$ cat src/rtl/off_chip_link_credit.sv
// Off-chip link model: words are serialised into LINK_W beats, carried through a
// credit-controlled link FIFO and reassembled into words on the receive side.
module off_chip_link_credit #(
   parameter int DATA_W  = 8,
   parameter int LINK_W  = 4,
   parameter int DEPTH   = 8,
   parameter int CREDITS = DEPTH,
   localparam int CNT_W  = $clog2(DEPTH + 1)
) (
   input  logic              clk,
   input  logic              rst,
   input  logic [DATA_W-1:0] in_data,
   input  logic              in_valid,
   output logic              in_ready,
   output logic [DATA_W-1:0] out_data,
   output logic              out_valid,
   input  logic              out_ready,
   output logic [CNT_W-1:0]  credit_cnt,
   output logic [CNT_W-1:0]  fifo_level,
   output logic              overflow_err
);

   localparam int BEATS = DATA_W / LINK_W;
   localparam int IDX_W = (BEATS > 1) ? $clog2(BEATS) : 1;
   localparam int PTR_W = $clog2(DEPTH);
   localparam logic [IDX_W-1:0] LAST_IDX  = IDX_W'(BEATS - 1);
   localparam logic [CNT_W-1:0] CRED_INIT = CNT_W'(CREDITS);
   localparam logic [CNT_W-1:0] DEPTH_C   = CNT_W'(DEPTH);

   typedef enum logic {IDLE, SEND} tx_state_t;

   tx_state_t          state_q;
   logic [DATA_W-1:0]  word_q;
   logic [IDX_W-1:0]   idx_q;

   logic [CNT_W-1:0]   credit_q, credit_d;
   logic               ret_q;

   logic [LINK_W-1:0]  mem_q [DEPTH];
   logic [PTR_W-1:0]   wr_ptr_q, rd_ptr_q;
   logic [CNT_W-1:0]   level_q, level_d;
   logic               ovf_q;

   logic [DATA_W-1:0]  asm_q, asm_d;
   logic [IDX_W-1:0]   rx_idx_q, rx_idx_d;
   logic [DATA_W-1:0]  out_data_q, out_data_d;
   logic               out_valid_q, out_valid_d;

   logic               tx_wr, tx_last, hs;
   logic [LINK_W-1:0]  tx_beat, rd_beat;
   logic               full, empty, pop, push;

   // ---------------- transmit side ----------------
   assign tx_wr    = (state_q == SEND) && (credit_q != '0);
   assign tx_last  = (idx_q == LAST_IDX);
   assign in_ready = !rst && ((state_q == IDLE) || (tx_wr && tx_last));
   assign hs       = in_valid && in_ready;
   assign tx_beat  = word_q[idx_q*LINK_W +: LINK_W];

   always_ff @(posedge clk) begin
      if (rst) begin
         state_q <= IDLE;
         word_q  <= '0;
         idx_q   <= '0;
      end else begin
         case (state_q)
            IDLE: begin
               if (hs) begin
                  word_q  <= in_data;
                  idx_q   <= '0;
                  state_q <= SEND;
               end
            end
            SEND: begin
               if (tx_wr) begin
                  if (tx_last) begin
                     idx_q <= '0;
                     // A handshake on the last beat keeps the link busy with no bubble.
                     if (hs) word_q <= in_data;
                     else    state_q <= IDLE;
                  end else begin
                     idx_q <= idx_q + 1'b1;
                  end
               end
            end
            default: state_q <= IDLE;
         endcase
      end
   end

   // ---------------- credits ----------------
   always_comb begin
      credit_d = credit_q;
      if (tx_wr && !ret_q)
         credit_d = credit_q - CNT_W'(1);
      else if (!tx_wr && ret_q && (credit_q < CRED_INIT))
         credit_d = credit_q + CNT_W'(1);
   end

   always_ff @(posedge clk) begin
      if (rst) begin
         credit_q <= CRED_INIT;
         ret_q    <= 1'b0;
      end else begin
         credit_q <= credit_d;
         ret_q    <= pop;
      end
   end

   // ---------------- link FIFO ----------------
   assign full    = (level_q == DEPTH_C);
   assign empty   = (level_q == '0);
   assign rd_beat = mem_q[rd_ptr_q];
   assign pop     = !empty && !(out_valid_q && !out_ready);
   assign push    = tx_wr && (!full || pop);

   always_comb begin
      level_d = level_q;
      if (push && !pop)
         level_d = level_q + CNT_W'(1);
      else if (pop && !push)
         level_d = level_q - CNT_W'(1);
   end

   always_ff @(posedge clk) begin
      if (push) mem_q[wr_ptr_q] <= tx_beat;
   end

   always_ff @(posedge clk) begin
      if (rst) begin
         wr_ptr_q <= '0;
         rd_ptr_q <= '0;
         level_q  <= '0;
         ovf_q    <= 1'b0;
      end else begin
         if (push) wr_ptr_q <= wr_ptr_q + 1'b1;
         if (pop)  rd_ptr_q <= rd_ptr_q + 1'b1;
         level_q <= level_d;
         if (tx_wr && full && !pop) ovf_q <= 1'b1;
      end
   end

   // ---------------- receive side ----------------
   always_comb begin
      asm_d       = asm_q;
      rx_idx_d    = rx_idx_q;
      out_data_d  = out_data_q;
      out_valid_d = out_valid_q;
      if (out_valid_q && out_ready) out_valid_d = 1'b0;
      if (pop) begin
         asm_d[rx_idx_q*LINK_W +: LINK_W] = rd_beat;
         if (rx_idx_q == LAST_IDX) begin
            rx_idx_d    = '0;
            out_data_d  = asm_d;
            out_valid_d = 1'b1;
         end else begin
            rx_idx_d = rx_idx_q + 1'b1;
         end
      end
   end

   always_ff @(posedge clk) begin
      if (rst) begin
         asm_q       <= '0;
         rx_idx_q    <= '0;
         out_data_q  <= '0;
         out_valid_q <= 1'b0;
      end else begin
         asm_q       <= asm_d;
         rx_idx_q    <= rx_idx_d;
         out_data_q  <= out_data_d;
         out_valid_q <= out_valid_d;
      end
   end

   assign out_data     = out_data_q;
   assign out_valid    = out_valid_q;
   assign credit_cnt   = credit_q;
   assign fifo_level   = level_q;
   assign overflow_err = ovf_q;

endmodule

$ cat config.mk
export PLATFORM = sky130hd
export DESIGN_NAME = off_chip_link_credit
export DESIGN_NICKNAME = d
export VERILOG_FILES = /design/src/rtl/off_chip_link_credit.sv
export SDC_FILE = /design/constraint.sdc
export NUM_CORES = 1
export LEC_CHECK = 0
export CORE_UTILIZATION = 50
export DETAILED_ROUTE_END_ITERATION = 10
export GPL_TIMING_DRIVEN = 0
export PLACE_DENSITY_LB_ADDON = 0.15
export SLEW_MARGIN = 20
export SYNTH_ARGS = -nofsm -noshare
export SYNTH_HDL_FRONTEND = slang
export SYNTH_SLANG_ARGS = --single-unit
$ cat constraint.sdc
create_clock -name clk -period 4.5 [get_ports clk]
set_input_delay 1.35 -clock clk [delete_from_list [all_inputs] [get_ports clk]]
set_output_delay 1.35 -clock clk [all_outputs]
set_load 0.01 [all_outputs]
# == Word level (Yosys, flattened, before mapping) ==
# Memories as Yosys holds them, arrays and structs flattened. A register that Yosys moved wholly into a read port is not among the register bits.
# Index checks and enable logic that the tools add are counted.
# word_totals
ram_bits,32
word_cells,90
input_bits,12
n_memories,1
ff_bits,44
# memory_table
memory,words,word_bits,rd,rd_ports_with_merged_regs,wr,line_no,source
mem_q,8,4,1,1,1,39,logic [LINK_W-1:0] mem_q [DEPTH];
# classes
n_reduce_logical,33
shifts,3
magnitude_cmp,1
n_bitwise,1
n_addsub,9
muxes,25
n_eq_ne,4
# ops
cell,count
3-bit negator with 34-bit output,1
"4-bit by 34-bit variable shift with 8-bit output, first input constant",1
4-bit by 34-bit indexed part select with 8-bit output,1
8-bit 2-to-1 mux,3
4-bit 2-to-1 mux,4
8-bit one-hot mux with 2 select lines,1
1-bit logical AND,15
1-bit 2-to-1 mux,12
1-bit logical NOT,9
"4-bit by 1-bit adder with 4-bit output, second input constant",2
8-bit bitwise mux,1
8-bit by 4-bit indexed part select with 4-bit output,1
"4-bit by 1-bit subtractor with 4-bit output, second input constant",2
"3-bit by 1-bit adder with 3-bit output, second input constant",2
3-bit 2-to-1 mux,2
2-bit AND reduction,3
"4-bit == test, second input constant",1
4-bit logical NOT,1
"4-bit less-than comparator, second input constant",1
"2-bit by 1-bit != test with 1-bit output, second input constant",2
1-bit one-hot mux with 2 select lines,2
2-bit nonzero test,2
4-bit nonzero test,1
"1-bit adder, second input constant",2
other kinds (3),4

# == Longest topological paths before layout ==
# Gate-level depths: netlist of the first run.
# depth
word_depth,10
depth_mapped,10
ltp_nobuf,10

# == Worst setup path before layout of the first run ==
# OpenSTA, ideal clock, no wires.
# synth_path
path_kind,input -> register
start,in out_ready
end,"reg level_q[3], in the netlist fifo_level[3]"
path_stages,10
arrival_ps,3192
setup_ps,121
t_required_ps,4379
n_path_buf,0
setup_slack_ps,1187
path_cell_list,nor2b_1 > a31o_2 > inv_1 > ha_1 > inv_1 > ha_1 > a21oi_1 > a211oi_1 > a31oi_1 > mux2_2
# synth_between
elab_chain_len,9
word_cells_on_any_way,12
# synth_rtl
item,line_no,source
from (decl),17,"input logic out_ready,"
1-bit logical NOT *,114,assign pop = !empty && !(out_valid_q && !out_ready);
1-bit logical AND *,114,
1-bit logical NOT *,114,
1-bit logical AND *,114,
1-bit logical OR *,115,assign push = tx_wr && (!full || pop);
1-bit logical AND *,115,
named net push,51,"logic full, empty, pop, push;"
1-bit logical NOT,121,else if (pop && !push)
1-bit logical AND,121,
2-bit nonzero test (no line),n/a,
to (signal assigned),138,level_q <= level_d;
to (decl),41,"logic [CNT_W-1:0] level_q, level_d;"
# The timed path passes the listed nets; every way through them passes the cells marked *.
# A chain may end at the register's enable or synchronous reset.

# == Final worst setup path of the first run ==
# layout_path
start,in rst
end,out in_ready
# layout_between
elab_chain_len,2
# layout_rtl
item,line_no,source
from (decl),11,"input logic rst,"
1-bit logical NOT,56,assign in_ready = !rst && ((state_q == IDLE) || (tx_wr && tx_last));
1-bit logical AND,56,
to (decl),14,"output logic in_ready,"
# Every way passes these cells.

==> flow_results.xml, run 1 <==
<?xml version="1.0" encoding="UTF-8"?>
<metrics>
  <group name="synthesis">
    <metric name="post-synth-top-count-cell" unit="">sky130_fd_sc_hd__dfxtp_1</metric>
    <metric name="yosys_warnings" unit="">0</metric>
    <metric name="post_synth_inst_count" unit="">256</metric>
    <metric name="synth_top_cells_by_count" unit="">sky130_fd_sc_hd__dfxtp_1, sky130_fd_sc_hd__edfxtp_1, sky130_fd_sc_hd__nor2_1</metric>
    <metric name="synth.ff_latch_count" unit="">75</metric>
    <metric name="synth.cell_area" unit="sq mm">0.003184</metric>
    <metric name="synth_ff_type" unit="">sky130_fd_sc_hd__dfxtp_1</metric>
    <metric name="synth_edf_count" unit="">32</metric>
    <metric name="synth.distinct_cells" unit="">40</metric>
    <metric name="netlist.area_leader.share" unit="">0.3018</metric>
    <metric name="synth.net_count" unit="">277</metric>
    <metric name="synthArstFlopShare" unit="">0</metric>
    <metric name="ys_top_cells_by_area" unit="">sky130_fd_sc_hd__edfxtp_1, sky130_fd_sc_hd__dfxtp_1, sky130_fd_sc_hd__mux4_2</metric>
    <metric name="syn-mean-instance-area" unit="sq um">12.44</metric>
    <metric name="synth_top_cell_by_area" unit="">sky130_fd_sc_hd__edfxtp_1</metric>
    <metric name="ys_seq_area_frac" unit="">0.5721</metric>
  </group>
  <group name="finish">
    <metric name="final_core_util" unit="">0.6335</metric>
    <metric name="synthToLayoutAreaGrowth" unit="%">19.88</metric>
    <metric name="finalNetCount" unit="">318</metric>
    <metric name="fill_cells" unit="">478</metric>
    <metric name="post-route-cell-area" unit="sq mm">0.003817</metric>
    <metric name="multi_input_area" unit="sq mm">0.001272</metric>
    <metric name="antenna_cells" unit="">0</metric>
    <metric name="area.sequential" unit="sq mm">0.001822</metric>
    <metric name="ratio_of_cells_with_drive_above_1_in_the_final_layout" unit="">0.1556</metric>
  </group>
  <group name="worst_setup_path">
    <metric name="worst_setup_path_start_kind" unit="">input pin</metric>
    <metric name="cp-startpoint" unit="">rst</metric>
    <metric name="worst_setup_path_end_kind" unit="">primary output</metric>
    <metric name="required_time_at_the_endpoint_of_the_critical_path" unit="ns">3.15</metric>
    <metric name="reg2reg_slack" unit="ns">1.63</metric>
    <metric name="cp_max_fo" unit="">6</metric>
    <metric name="crit_type" unit="">input pin to primary output</metric>
    <metric name="r2r-end" unit="">fifo_level[3]$_SDFFE_PP0P_</metric>
    <metric name="critPathCapture" unit="">in_ready</metric>
    <metric name="timing.reg2reg.worst_path_depth" unit="">10</metric>
    <metric name="worst_r2r_startpoint" unit="">credit_cnt[1]$_SDFFE_PP0P_</metric>
    <metric name="worstPathArrival" unit="ns">2.65</metric>
  </group>
  <group name="sta">
    <metric name="grt_setup_unrepaired" unit="">false</metric>
    <metric name="final_min_period_over_clock_period" unit="">0.8893</metric>
    <metric name="setup_total_negative_slack" unit="ns">0</metric>
    <metric name="final-max-slew-violation-count" unit="">0</metric>
    <metric name="hold_viol" unit="">0</metric>
    <metric name="timing.final.setup_violations" unit="">0</metric>
    <metric name="maxSlewHeadroom" unit="">0.3445</metric>
    <metric name="finalClockSkew" unit="ns">0.009523</metric>
    <metric name="timing_worst_slew_pin_value" unit="ns">0.9743</metric>
    <metric name="final.min_clock_period" unit="ns">4.002</metric>
    <metric name="max_freq" unit="MHz">249.9</metric>
  </group>
  <group name="route">
    <metric name="post-route-drc-count" unit="">0</metric>
    <metric name="met3_wirelength" unit="um">250</metric>
    <metric name="vias" unit="">2018</metric>
    <metric name="dr.pass1.iters" unit="">4</metric>
    <metric name="routed_via_density" unit="">5.353</metric>
    <metric name="route.top_layer_used" unit="">met4</metric>
    <metric name="met2_wirelength" unit="um">2738</metric>
    <metric name="finalWirelength" unit="um">5649</metric>
    <metric name="ant_nets" unit="">0</metric>
    <metric name="drt-initial-drc-count" unit="">80</metric>
    <metric name="met1Wirelength" unit="um">2614</metric>
    <metric name="wl_per_cell" unit="um">14.98</metric>
  </group>
  <group name="placed_design">
    <metric name="routabilityCongestion" unit="">0.7834</metric>
    <metric name="numPortBuffers" unit="">30</metric>
    <metric name="dp_hpwl" unit="um">4146</metric>
    <metric name="cell_area_placed" unit="sq mm">0.003578</metric>
  </group>
  <group name="floorplanning">
    <metric name="placementRows" unit="">28</metric>
    <metric name="start_util" unit="">0.5284</metric>
    <metric name="floorplan.die_area" unit="sq mm">0.006692</metric>
    <metric name="core" unit="sq mm">0.006026</metric>
    <metric name="ioPinCount" unit="">31</metric>
    <metric name="dieHeight" unit="um">81.81</metric>
    <metric name="dieWidth" unit="um">81.81</metric>
  </group>
  <group name="clock_network">
    <metric name="hold_buffers" unit="">0</metric>
    <metric name="clkTransAtPathRegs" unit="ns">0.07</metric>
    <metric name="post-cts-setup-buffer-count" unit="">0</metric>
    <metric name="clock_insertion_delay_worst_skew" unit="ns">0.34</metric>
    <metric name="cts_inserted_buffers" unit="">9</metric>
    <metric name="tritoncts" unit="">done</metric>
    <metric name="cts_sinks" unit="">75</metric>
    <metric name="cts.path.max_buffers" unit="">2</metric>
    <metric name="cts_resized" unit="">0</metric>
    <metric name="root_buffer" unit="">sky130_fd_sc_hd__clkbuf_8</metric>
    <metric name="cts_htree_levels" unit="">3</metric>
  </group>
  <group name="worst_hold_path">
    <metric name="whs_path_depth" unit="">2</metric>
    <metric name="worst_hold_path_type" unit="">flip-flop to flip-flop</metric>
  </group>
  <group name="global_route">
    <metric name="first_pass_grt_wire_length" unit="um">9411</metric>
    <metric name="grt_start_max_net_pins" unit="">14</metric>
    <metric name="groute.usage.overall" unit="">0.1983</metric>
    <metric name="antenna_violations_before_repair" unit="">0</metric>
    <metric name="first_global_vias" unit="">1946</metric>
    <metric name="gr-total-overflow" unit="">0</metric>
  </group>
  <group name="power_and_ir_drop">
    <metric name="p_leak" unit="nW">1.408</metric>
    <metric name="pwrdens" unit="mW/mm^2">579.2</metric>
    <metric name="vdd_drop_max" unit="mV">0.3155</metric>
  </group>
  <group name="job">
    <metric name="cap_viol_max_count" unit="">0</metric>
  </group>
  <group name="run_status">
    <metric name="run_status" unit="">finished, final reports clean</metric>
  </group>
</metrics>
## power breakdown
part | internal, mW | switching (mW)
logic | 0.341 | 0.340
registers | 0.823 | 0.0970
clock network | 0.367 | 0.242
## final cells by class
type / instances / share of cell area
clock inverters: 7 / 0.03015
plain buffers: 12 / 0.01573
flip-flops and latches: 75 / 0.4772
clock buffers: 9 / 0.03245
multi-input cells: 161 / 0.3333
well taps: 75 / 0.02458
inverters: 8 / 0.007866
repair buffers: 30 / 0.07866
## through the flow
stage / total power, mW / hold WS (ns) / setup WS (ns) / instances
2_1_floorplan: 1.410 / 0.4323 / 1.187 / 256
3_3_place_gp: 1.602 / 0.4439 / 0.4669 / 361
3_5_place_dp: 1.623 / 0.4509 / 0.4475 / 361
4_1_cts: 2.235 / 0.4613 / 0.4815 / 377
5_1_grt: 2.354 / 0.4742 / 0.4378 / 377
6_report: 2.211 / 0.4579 / 0.4981 / 377
## layer usage
metal	global-route usage	vias up
met5	0	-
met4	0.05789	0
met3	0.07333	4
met2	0.3165	47
met1	0.2511	962
li1	-	1005
## cells in the final DEF, fill, tap and decap left out, types with 3 or more instances in the layout
master / count
sky130_fd_sc_hd__mux2i_1: 7
sky130_fd_sc_hd__clkbuf_1: 7
sky130_fd_sc_hd__nand3b_1: 4
sky130_fd_sc_hd__nand2_1: 18
sky130_fd_sc_hd__mux2_4: 8
sky130_fd_sc_hd__mux2_2: 5
sky130_fd_sc_hd__xor2_1: 3
sky130_fd_sc_hd__or3_1: 5
sky130_fd_sc_hd__a211oi_1: 6
sky130_fd_sc_hd__xnor2_1: 6
sky130_fd_sc_hd__dfxtp_1: 43
sky130_fd_sc_hd__nand2b_1: 5
sky130_fd_sc_hd__inv_1: 8
sky130_fd_sc_hd__mux4_2: 8
sky130_fd_sc_hd__nor2b_1: 11
sky130_fd_sc_hd__a21oi_1: 14
sky130_fd_sc_hd__buf_2: 3
sky130_fd_sc_hd__clkbuf_8: 9
sky130_fd_sc_hd__ha_1: 7
sky130_fd_sc_hd__edfxtp_1: 32
sky130_fd_sc_hd__nor2_1: 27
sky130_fd_sc_hd__nor3_1: 7
sky130_fd_sc_hd__bufinv_16: 3
sky130_fd_sc_hd__clkdlybuf4s50_1: 30
## worst min path at each step
stage | startpoint | end
floorplan | asm_q[0]$_SDFFE_PP0N_ | out_data[0]$_SDFFE_PP0P_
detailed placement | out_data[3]$_SDFFE_PP0P_ | out_data[3]$_SDFFE_PP0P_
CTS | out_data[3]$_SDFFE_PP0P_ | out_data[3]$_SDFFE_PP0P_
global placement | out_data[0]$_SDFFE_PP0P_ | out_data[0]$_SDFFE_PP0P_
global route | out_data[3]$_SDFFE_PP0P_ | out_data[3]$_SDFFE_PP0P_
finish | out_data[3]$_SDFFE_PP0P_ | out_data[3]$_SDFFE_PP0P_
## cells by family after synthesis
kind of cell | share of synthesized area
buffers and inverters | 0.02829
DFF | 0.5721
muxes | 0.1340
xor gates and xnor gates | 0.02476
and+or+nand+nor | 0.1340
AOI/OAI and AO/OA | 0.06680
adders and majority gates | 0.04008
## registers in the layout, indices dropped and copies added (netlist names), named ones only
register / cells
state_q: 1
credit_cnt: 4
fifo_level: 4
overflow_err: 1
ret_q: 1
out_data: 8
mem_q: 32
idx_q: 1
rx_idx_q: 1
asm_q: 4
word_q: 8
wr_ptr_q: 3
out_valid: 1
rd_ptr_q: 3
## critical path, stage by stage
cell	delay, ns
sky130_fd_sc_hd__clkdlybuf4s50_1	0.53
sky130_fd_sc_hd__a21oi_1	0.21
sky130_fd_sc_hd__clkdlybuf4s50_1	0.56
(Power assumes the default switching activity.)
==> run 2: changes to the inputs <==
==> constraint.sdc (replaced) <==
create_clock -name clk -period 4.2 [get_ports clk]
set_input_delay 1.26 -clock clk [delete_from_list [all_inputs] [get_ports clk]]
set_output_delay 1.26 -clock clk [all_outputs]
set_load 0.01 [all_outputs]
==> results of run 2 <==
Same layout as run 1 (identical final DEF). Status: finished, final reports clean.
Main changes from that run: setup slack after placement 0.4475 ns -> 0.2375 ns; setup slack after layout 0.4981 ns -> 0.3781 ns; register-to-register setup slack 1.63 ns -> 1.33 ns; total power 2.211 mW -> 2.369 mW; worst IR drop on VDD 0.3155 mV -> 0.3381 mV
